===== config.mk =====
export PLATFORM = sky130hd
export DESIGN_NAME = if_stage_frontend_flat
export DESIGN_NICKNAME = d
export VERILOG_FILES = /design/src/rtl/if_stage_frontend_if.sv /design/src/rtl/if_stage_frontend.sv /design/src/flat_wrapper.sv
export SDC_FILE = /design/constraint.sdc
export NUM_CORES = 1
export LEC_CHECK = 0
export ABC_AREA = 1
export CAP_MARGIN = 20
export CELL_PAD_IN_SITES_DETAIL_PLACEMENT = 1
export CELL_PAD_IN_SITES_GLOBAL_PLACEMENT = 1
export CORE_MARGIN = 2
export CORE_UTILIZATION = 31
export CTS_CLUSTER_DIAMETER = 40
export DETAILED_ROUTE_END_ITERATION = 6
export PLACE_DENSITY = 0.84
export SLEW_MARGIN = 5
export SYNTH_ARGS = -nofsm -noshare
export SYNTH_HDL_FRONTEND = slang
export SYNTH_SLANG_ARGS = --single-unit

===== constraint.sdc =====
create_clock -name clk -period 4.78 [get_ports clk]
set_clock_uncertainty 0.1 [all_clocks]
set_input_delay 0.956 -clock clk [delete_from_list [all_inputs] [get_ports clk]]
set_output_delay 0.956 -clock clk [all_outputs]
set_load 0.02 [all_outputs]

===== src/rtl/if_stage_frontend_if.sv =====
// Bus bundle between the instruction-fetch front end and its surroundings.
// Groups the hazard-unit controls (PC_holdon, IFID_holdon, IFID_Flush), the
// redirect requests (Jump/true_branch and their targets), the instruction
// memory port (imem_addr/imem_rdata) and everything handed to the ID stage
// (IFID_*), plus the debug event counters.
//   master : the fetch front end (drives PC, imem_addr, IFID_*, counters)
//   slave  : the environment (hazard unit, ID/EX redirects, instruction memory)
interface if_stage_frontend_if #(
  parameter int unsigned CNT_W = 16
);
  logic             PC_holdon;
  logic             IFID_holdon;
  logic             IFID_Flush;
  logic             Jump;
  logic             true_branch;
  logic [31:0]      jump_target;
  logic [31:0]      branch_target;
  logic [31:0]      imem_rdata;
  logic [31:0]      imem_addr;
  logic [31:0]      PC;
  logic [31:0]      IFID_instruction;
  logic [31:0]      IFID_PC_plus4;
  logic             IFID_valid;
  logic [CNT_W-1:0] stall_cycles;
  logic [CNT_W-1:0] flush_count;

  modport master (
    input  PC_holdon, IFID_holdon, IFID_Flush, Jump, true_branch,
           jump_target, branch_target, imem_rdata,
    output imem_addr, PC, IFID_instruction, IFID_PC_plus4, IFID_valid,
           stall_cycles, flush_count
  );

  modport slave (
    output PC_holdon, IFID_holdon, IFID_Flush, Jump, true_branch,
           jump_target, branch_target, imem_rdata,
    input  imem_addr, PC, IFID_instruction, IFID_PC_plus4, IFID_valid,
           stall_cycles, flush_count
  );
endinterface


===== src/rtl/if_stage_frontend.sv =====
// Instruction-fetch front end: PC register, next-PC selection, IF/ID pipeline
// register and two saturating debug counters (hold cycles, IF/ID flushes).
// Ports:
//   clk   : rising-edge clock
//   reset : asynchronous active-high reset
//   bus   : if_stage_frontend_if.master (controls, redirects, imem port,
//           IF/ID outputs, counters). The interface CNT_W must match CNT_W.
module if_stage_frontend #(
  parameter logic [31:0] RESET_PC  = 32'h0040_0000,
  parameter logic [31:0] NOP_INSTR = 32'h0000_0000,
  parameter int unsigned CNT_W     = 16
) (
  input  logic                  clk,
  input  logic                  reset,
  if_stage_frontend_if.master   bus
);

  logic [31:0] pc_reg;
  logic [31:0] pc_plus4;
  logic [31:0] ifid_instr_reg;
  logic [31:0] ifid_pc4_reg;
  logic        ifid_valid_reg;

  logic        ifid_flush;
  logic        ifid_load;
  logic [1:0]  cnt_inc;

  assign pc_plus4 = pc_reg + 32'd4;  // wraps naturally modulo 2^32

  // A taken branch in EX is older than anything in IF/ID, so it flushes even
  // through a hold. Otherwise the hold wins over a hazard-unit flush so a
  // stalled jump stays in ID and re-resolves later.
  assign ifid_flush = bus.true_branch | (~bus.IFID_holdon & bus.IFID_Flush);
  assign ifid_load  = ~bus.true_branch & ~bus.IFID_holdon & ~bus.IFID_Flush;

  // Index 0: stall_cycles, index 1: flush_count.
  assign cnt_inc[0] = bus.IFID_holdon & ~bus.true_branch;
  assign cnt_inc[1] = ifid_flush;

  // PC register: branch > PC hold > jump > sequential. Targets are word
  // aligned on load so PC[1:0] stays 00.
  always_ff @(posedge clk or posedge reset) begin
    if (reset) begin
      pc_reg <= {RESET_PC[31:2], 2'b00};
    end else if (bus.true_branch) begin
      pc_reg <= {bus.branch_target[31:2], 2'b00};
    end else if (!bus.PC_holdon) begin
      if (bus.Jump) begin
        pc_reg <= {bus.jump_target[31:2], 2'b00};
      end else begin
        pc_reg <= pc_plus4;
      end
    end
  end

  // IF/ID register. Flushed entries carry a defined bubble (no X leaks).
  always_ff @(posedge clk or posedge reset) begin
    if (reset) begin
      ifid_instr_reg <= NOP_INSTR;
      ifid_pc4_reg   <= 32'd0;
      ifid_valid_reg <= 1'b0;
    end else if (ifid_flush) begin
      ifid_instr_reg <= NOP_INSTR;
      ifid_pc4_reg   <= 32'd0;
      ifid_valid_reg <= 1'b0;
    end else if (ifid_load) begin
      ifid_instr_reg <= bus.imem_rdata;
      ifid_pc4_reg   <= pc_plus4;
      ifid_valid_reg <= 1'b1;
    end
  end

  // Saturating event counters: stop at all-ones instead of wrapping.
  genvar gi;
  generate
    for (gi = 0; gi < 2; gi++) begin : g_cnt
      logic [CNT_W-1:0] count_reg;
      always_ff @(posedge clk or posedge reset) begin
        if (reset) begin
          count_reg <= '0;
        end else if (cnt_inc[gi] && (count_reg != {CNT_W{1'b1}})) begin
          count_reg <= count_reg + CNT_W'(1);
        end
      end
    end
  endgenerate

  assign bus.PC               = pc_reg;
  assign bus.imem_addr        = pc_reg;
  assign bus.IFID_instruction = ifid_instr_reg;
  assign bus.IFID_PC_plus4    = ifid_pc4_reg;
  assign bus.IFID_valid       = ifid_valid_reg;
  assign bus.stall_cycles     = g_cnt[0].count_reg;
  assign bus.flush_count      = g_cnt[1].count_reg;

endmodule


===== src/flat_wrapper.sv =====
// flat-port wrapper written by rule: the top's interface ports become plain ports
module if_stage_frontend_flat 
#(
  parameter logic [31:0] RESET_PC  = 32'h0040_0000,
  parameter logic [31:0] NOP_INSTR = 32'h0000_0000,
  parameter int unsigned CNT_W     = 16
)
  (clk, reset, bus_PC_holdon, bus_IFID_holdon, bus_IFID_Flush, bus_Jump, bus_true_branch, bus_jump_target, bus_branch_target, bus_imem_rdata, bus_imem_addr, bus_PC, bus_IFID_instruction, bus_IFID_PC_plus4, bus_IFID_valid, bus_stall_cycles, bus_flush_count);
  if_stage_frontend_if #(.CNT_W(CNT_W)) bus_i ();
  input  logic clk;
  input  logic reset;
  input wire logic [$bits(bus_i.PC_holdon)-1:0] bus_PC_holdon;
  input wire logic [$bits(bus_i.IFID_holdon)-1:0] bus_IFID_holdon;
  input wire logic [$bits(bus_i.IFID_Flush)-1:0] bus_IFID_Flush;
  input wire logic [$bits(bus_i.Jump)-1:0] bus_Jump;
  input wire logic [$bits(bus_i.true_branch)-1:0] bus_true_branch;
  input wire logic [$bits(bus_i.jump_target)-1:0] bus_jump_target;
  input wire logic [$bits(bus_i.branch_target)-1:0] bus_branch_target;
  input wire logic [$bits(bus_i.imem_rdata)-1:0] bus_imem_rdata;
  output wire logic [$bits(bus_i.imem_addr)-1:0] bus_imem_addr;
  output wire logic [$bits(bus_i.PC)-1:0] bus_PC;
  output wire logic [$bits(bus_i.IFID_instruction)-1:0] bus_IFID_instruction;
  output wire logic [$bits(bus_i.IFID_PC_plus4)-1:0] bus_IFID_PC_plus4;
  output wire logic [$bits(bus_i.IFID_valid)-1:0] bus_IFID_valid;
  output wire logic [$bits(bus_i.stall_cycles)-1:0] bus_stall_cycles;
  output wire logic [$bits(bus_i.flush_count)-1:0] bus_flush_count;
  assign bus_i.PC_holdon = bus_PC_holdon;
  assign bus_i.IFID_holdon = bus_IFID_holdon;
  assign bus_i.IFID_Flush = bus_IFID_Flush;
  assign bus_i.Jump = bus_Jump;
  assign bus_i.true_branch = bus_true_branch;
  assign bus_i.jump_target = bus_jump_target;
  assign bus_i.branch_target = bus_branch_target;
  assign bus_i.imem_rdata = bus_imem_rdata;
  assign bus_imem_addr = bus_i.imem_addr;
  assign bus_PC = bus_i.PC;
  assign bus_IFID_instruction = bus_i.IFID_instruction;
  assign bus_IFID_PC_plus4 = bus_i.IFID_PC_plus4;
  assign bus_IFID_valid = bus_i.IFID_valid;
  assign bus_stall_cycles = bus_i.stall_cycles;
  assign bus_flush_count = bus_i.flush_count;
  if_stage_frontend #(.RESET_PC(RESET_PC), .NOP_INSTR(NOP_INSTR), .CNT_W(CNT_W)) u_core (.clk(clk), .reset(reset), .bus(bus_i));
endmodule

==> results of run 1 <==
cell type report:
class | instances | share of cell area, %
Tap cell | 285 | 3.51
Sequential cell | 125 | 30.8
Timing Repair Buffer | 261 | 25.6
Clock inverter | 14 | 1.45
Inverter | 80 | 2.98
Multi-Input combinational cell | 670 | 31.4
Clock buffer | 18 | 4.23
through the flow:
stage / setup WS [ns] / hold WS (ns)
global placement: 1.38 / 0.362
global route: 1.56 / 0.412
floorplan: 0.398 / 0.491
CTS: 1.72 / 0.383
finish: 1.70 / 0.378
detailed placement: 1.33 / 0.368
flip-flops by register name (all words and copies together) (netlist names):
signal	cells
u_core.bus.IFID_PC_plus4	30
u_core.bus.flush_count	16
u_core.bus.IFID_instruction	32
u_core.bus.stall_cycles	16
u_core.bus.PC	30
u_core.bus.IFID_valid	1
kinds of logic (layout without fill, tap and decap cells):
logic type	Yosys count	after routing	synth area share, %
buffers and inverters	147	373	10.3
DFF	125	125	44.6
xor gates and xnor gates	26	26	3.24
other	1	6	0.0534
and+or+nand+nor	529	529	31.6
AOI/OAI and AO/OA	106	106	9.70
adders and majority gates	3	3	0.535
cell usage after synthesis (all sizes together):
library cell	count	area share [%]
nand4	4	0.36
nand3b	4	0.43
buf	52	5.2
nand2	334	18
inv	78	4.2
or2	2	0.18
clkbuf	15	0.80
dfstp	1	0.37
ha	3	0.53
xor2	14	1.7
a21oi	1	0.071
a22o	33	4.1
o221ai	1	0.12
nand3	60	4.5
xnor2	12	1.5
clkinv	2	0.11
o21ai	62	4.4
o211ai	4	0.43
conb	1	0.053
and2	3	0.27
dfrtp	124	44
nor2b	1	0.089
nor2	107	6.5
nor3	14	1.1
o21bai	5	0.53
routing by layer:
layer / track usage, % / wire, µm
met1: 26.6 / 10700
met2: 35.8 / 11900
met3: 4.85 / 1640
met4: 6.53 / 499
met5: 0 / 0
worst reg2reg max path, stage by stage (launching register included):
cell	delay (ns)
dfrtp_1	0.43
ha_1	0.27
nand3_1	0.17
inv_1	0.11
nand4_1	0.12
nand2_2	0.21
inv_2	0.32
nand2_1	0.08
nand2_1	0.07
nand2_1	0.05
worst min path at each step:
stage / from / to / depth (start not counted)
5_1_grt: u_core.bus.IFID_valid / u_core.bus.IFID_valid / 2
3_5_place_dp: u_core.bus.IFID_PC_plus4[22] / u_core.bus.IFID_PC_plus4[22] / 2
4_1_cts: u_core.bus.IFID_PC_plus4[22] / u_core.bus.IFID_PC_plus4[22] / 2
6_report: u_core.bus.IFID_PC_plus4[22] / u_core.bus.IFID_PC_plus4[22] / 2
2_1_floorplan: u_core.bus.IFID_PC_plus4[21] / u_core.bus.IFID_PC_plus4[21] / 2
3_3_place_gp: u_core.bus.IFID_PC_plus4[29] / u_core.bus.IFID_PC_plus4[29] / 2
power breakdown:
group	internal, W	switching [W]	leakage, nW
Sequential	0.00118	0.000144	1.62
Combinational	0.000437	0.000531	2.66
Clock	0.000769	0.000521	0.280
==> flow_metrics.env, run 1 <==
export IMPL_cts_hold_buffers=0
export IMPL_track_usage_pct=21.0
export IMPL_rows=55
export IMPL_dpl_hpwl_um=18400
export IMPL_multi_input_area_um2=3190
export IMPL_cts_tree="yes"
export IMPL_cts_buffers=17
export IMPL_worstPathCellList="clkdlybuf4s50_1 > buf_4 > nor2_2 > inv_1 > nor2_1 > nand2_1 > nand3_1"
export IMPL_synth_cell_type_count=36
export IMPL_netlist_instances=937
export IMPL_cts_buffer_depth=2
export IMPL_fin_nets=1261
export IMPL_wl_per_cell_um=17.0
export IMPL_dr_first_iter_drc_count=286
export IMPL_diodes=0
export IMPL_root_buffer="clkbuf_16"
export IMPL_drtAntennaViolNets=0
export IMPL_io_pins=264
export IMPL_start_util_pct=31.3
export IMPL_critPathCapture="u_core.bus.PC[7]"
export IMPL_final_cells=1453
export IMPL_core_area_um2=22400
export IMPL_worst_pin_slew_ns=0.893
export IMPL_synth_warnings=0
export IMPL_grt_overflow_total=0
export IMPL_cpPeakStageDelay_ns=0.69
export IMPL_synth_seq_cells=125
export IMPL_slew_headroom_pct=40.4
export IMPL_grt_pass1_vias=7467
export IMPL_holdCritPathClass="reg2reg"
export IMPL_crit_type="in2reg"
export IMPL_status="finished clean"
export IMPL_drtPass1Iterations=4
export IMPL_clk_pin_slew_ns=0.06
export IMPL_die_x_um=154
export IMPL_wl_um=24800
export IMPL_vias=6935
export IMPL_htreeDepth=4
export IMPL_vias_per_cell=4.77
export IMPL_cp_buffers_inverters=3
export IMPL_clock_sinks=125
export IMPL_cts_resized=0
export IMPL_cp_slowest_cell="inv_1"
export IMPL_avgSynthCellArea_um2=7.49
export IMPL_rr_worst_depth=9
export IMPL_grt_pass1_wl_um=39800
export IMPL_p_leak_nw=4.56
export IMPL_n_fill_cell=2742
export IMPL_grt_max_degree=73
export IMPL_maxCapViolations=0
export IMPL_finalHoldViolCount=0
export IMPL_antenna_found_initial=0
export IMPL_place_inst=1421
export IMPL_crit_family="buffers and inverters"
export IMPL_timing_final_crit_share_pct=64.4
export IMPL_areaGrowthSynthToFinish_pct=44.7
export IMPL_final_cell_mix="nand2_1, clkdlybuf4s50_1, dfrtp_1"
export IMPL_port_buffers=253
export IMPL_design_area_um2=10200
export IMPL_post_route_util_pct=45.3
export IMPL_critical_path_required_ns=4.98
export IMPL_p_total_w=0.00358
export IMPL_die_height_um=154
export IMPL_worstPathMaxFanout=32
export IMPL_fin_crit_ns=3.08
export IMPL_post_dp_cell_area_um2=9580
export IMPL_cp_startpoint="bus_true_branch"
export IMPL_gp_congestion=0.868
export IMPL_yosysSeqAreaShare_pct=44.6
export IMPL_power_density_nw_per_um2=352
export IMPL_regArea_um2=3130
export IMPL_drc=0
export IMPL_clk_latency_ns=0.42
export IMPL_syn_area_um2=7020
export IMPL_drive_above_1_share_pct=5.82
export IMPL_path_depth=7
export IMPL_postCtsSetupRepairBufs=0
export IMPL_die_area_um2=23900
export IMPL_rsz0062_at_grt="false"
export IMPL_vdd_drop_max_mv=0.210
export IMPL_r2r_end="u_core.bus.stall_cycles[2]"
export IMPL_setup_violations=0
export IMPL_max_freq_mhz=325
export IMPL_final_common_cell="nand2_1"
export IMPL_r2r_start="u_core.bus.stall_cycles[0]"
export IMPL_start_kind="input pin"
export IMPL_finalSetupTns_ns=0
export IMPL_rrSetupSlack_ns=2.74
export IMPL_arrival_ns=3.28
export IMPL_end_kind="flop"
export IMPL_finalMaxSlewViolations=0
(Power assumes the default switching activity.)
==> run 2: changes to the inputs <==
--- a/config.mk
+++ b/config.mk
@@ -10,10 +10,10 @@
 export CELL_PAD_IN_SITES_DETAIL_PLACEMENT = 1
 export CELL_PAD_IN_SITES_GLOBAL_PLACEMENT = 1
 export CORE_MARGIN = 2
-export CORE_UTILIZATION = 31
+export CORE_UTILIZATION = 28
 export CTS_CLUSTER_DIAMETER = 40
 export DETAILED_ROUTE_END_ITERATION = 6
-export PLACE_DENSITY = 0.84
+export PLACE_DENSITY = 0.8
 export SLEW_MARGIN = 5
 export SYNTH_ARGS = -nofsm -noshare
 export SYNTH_HDL_FRONTEND = slang
==> constraint.sdc (replaced) <==
create_clock -name clk -period 2.7 [get_ports clk]
set_clock_uncertainty 0.1 [all_clocks]
set_input_delay 0.54 -clock clk [delete_from_list [all_inputs] [get_ports clk]]
set_output_delay 0.54 -clock clk [all_outputs]
set_load 0.02 [all_outputs]
==> run 2 against run 1 <==
  * Sequential power up 77%
  * Critical path type is now reg2out
  * Clock power up 74%
  * Total power up 76%
==> flow_metrics.env, run 2 (same netlist as run 1, synthesis figures left out) <==
export IMPL_worstPathMaxFanout=6
export IMPL_dr_first_iter_drc_count=314
export IMPL_holdCritPathClass="reg2reg"
export IMPL_clock_sinks=125
export IMPL_areaGrowthSynthToFinish_pct=46.6
export IMPL_finalHoldViolCount=0
export IMPL_grt_max_degree=64
export IMPL_clk_latency_ns=0.42
export IMPL_post_dp_cell_area_um2=9730
export IMPL_arrival_ns=1.62
export IMPL_drtAntennaViolNets=0
export IMPL_status="finished clean"
export IMPL_die_height_um=162
export IMPL_vdd_drop_max_mv=0.271
export IMPL_htreeDepth=4
export IMPL_finalMaxSlewViolations=0
export IMPL_largest_register_ffs=32
export IMPL_start_util_pct=28.7
export IMPL_cts_resized=0
export IMPL_maxCapViolations=0
export IMPL_antenna_found_initial=0
export IMPL_setup_violations=0
export IMPL_start_kind="flop"
export IMPL_n_fill_cell=2951
export IMPL_cp_slowest_cell="clkdlybuf4s50_1"
export IMPL_vias=7064
export IMPL_die_area_um2=26300
export IMPL_grt_overflow_total=0
export IMPL_grt_pass1_vias=7531
export IMPL_root_buffer="clkbuf_16"
export IMPL_p_comb_share_pct=27.5
export IMPL_max_freq_mhz=443
export IMPL_final_common_cell="nand2_1"
export IMPL_drive_above_1_share_pct=5.89
export IMPL_power_density_nw_per_um2=613
export IMPL_final_cell_mix="nand2_1, clkdlybuf4s50_1, dfrtp_1"
export IMPL_cp_buffers_inverters=1
export IMPL_diodes=0
export IMPL_end_kind="output port"
export IMPL_seq_power_share_pct=37.1
export IMPL_core_area_um2=24500
export IMPL_cts_tree="yes"
export IMPL_gp_congestion=0.846
export IMPL_dpl_hpwl_um=19000
export IMPL_cts_buffer_depth=2
export IMPL_finalSetupTns_ns=0
export IMPL_crit_family="buffers and inverters"
export IMPL_rsz0062_at_grt="false"
export IMPL_wl_per_cell_um=17.0
export IMPL_clockPowerShare_pct=35.5
export IMPL_crit_type="reg2out"
export IMPL_drc=0
export IMPL_p_sw_share_pct=32.4
export IMPL_drtPass1Iterations=4
export IMPL_worstPathCellList="clkdlybuf4s50_1"
export IMPL_vias_per_cell=4.73
export IMPL_design_area_um2=10300
export IMPL_p_leak_nw=4.60
export IMPL_timing_final_crit_share_pct=83.7
export IMPL_wl_um=25400
export IMPL_p_int_w=0.00426
export IMPL_io_pins=264
export IMPL_switching_power_w=0.00205
export IMPL_rows=57
export IMPL_post_route_util_pct=42.1
export IMPL_postCtsSetupRepairBufs=0
export IMPL_cpPeakStageDelay_ns=0.71
export IMPL_cts_buffers=17
export IMPL_grt_pass1_wl_um=40900
export IMPL_cts_hold_buffers=0
export IMPL_fin_nets=1266
export IMPL_die_x_um=162
export IMPL_fin_crit_ns=2.26
export IMPL_track_usage_pct=19.8
export IMPL_clk_pin_slew_ns=0.05
export IMPL_port_buffers=253
export IMPL_critical_path_required_ns=2.06
==> run 2: changes by cell type in the layout (fill, tap and decap cells not counted) <==
cell,before,now
clkinv_2,4,5
clkbuf_1,1,3
buf_12,1,6
clkinv_4,5,0
inv_6,1,0
clkbuf_8,0,2
inv_4,1,0
==> run 2: power by group through the flow <==
| stage | combinational (W) | clock, W | sequential [W] |
|---|---|---|---|
| finish | 0.00173 | 0.00224 | 0.00234 |
| global route | 0.00188 | 0.00239 | 0.00237 |
| CTS | 0.00176 | 0.00229 | 0.00234 |
| detailed placement | 0.00174 | 0 | 0.00237 |
| global placement | 0.00171 | 0 | 0.00236 |
| floorplan | 0.000689 | 0 | 0.00256 |
==> run 2: final cells by class <==
type | count | area [µm²] | area share (%)
Clock buffer | 22 | 464 | 4.51
Clock inverter | 8 | 92.6 | 0.900
Inverter | 80 | 304 | 2.96
Multi-Input combinational cell | 670 | 3190 | 31.0
Sequential cell | 125 | 3130 | 30.4
Tap cell | 324 | 405 | 3.94
Timing Repair Buffer | 266 | 2710 | 26.3
==> run 2: routing by layer <==
metal,wire [µm],GRT usage (%),vias up
met4,547,5.99,0
li1,-,-,3392
met5,0,0,-
met3,1620,4.44,39
met1,10900,24.7,3416
met2,12400,34.0,217
==> run 2: worst paths after layout <==
kind,from,end,slack [ns],depth (start not counted)
max,u_core.bus.PC[15],bus_imem_addr[15],0.44,1
min,u_core.bus.IFID_PC_plus4[21],u_core.bus.IFID_PC_plus4[21],0.37,2
max reg2reg,u_core.bus.PC[2],u_core.bus.PC[16],0.65,9
min reg2reg,u_core.bus.IFID_PC_plus4[21],u_core.bus.IFID_PC_plus4[21],0.37,2
max in group asynchronous,reset,u_core.bus.PC[22],1.67,3
min in group asynchronous,reset,u_core.bus.stall_cycles[0],0.50,3
==> run 2: stage by stage <==
step / setup WS, ns / cells / power [W] / hold WS (ns)
after CTS: 0.408 / 1495 / 0.00638 / 0.381
after detailed placement: 0.209 / 1465 / 0.00411 / 0.367
after global placement: 0.225 / 1465 / 0.00407 / 0.364
final: 0.441 / 1495 / 0.00631 / 0.373
after global routing: 0.392 / 1495 / 0.00664 / 0.406
after floorplan: 0.522 / 942 / 0.00325 / 0.491
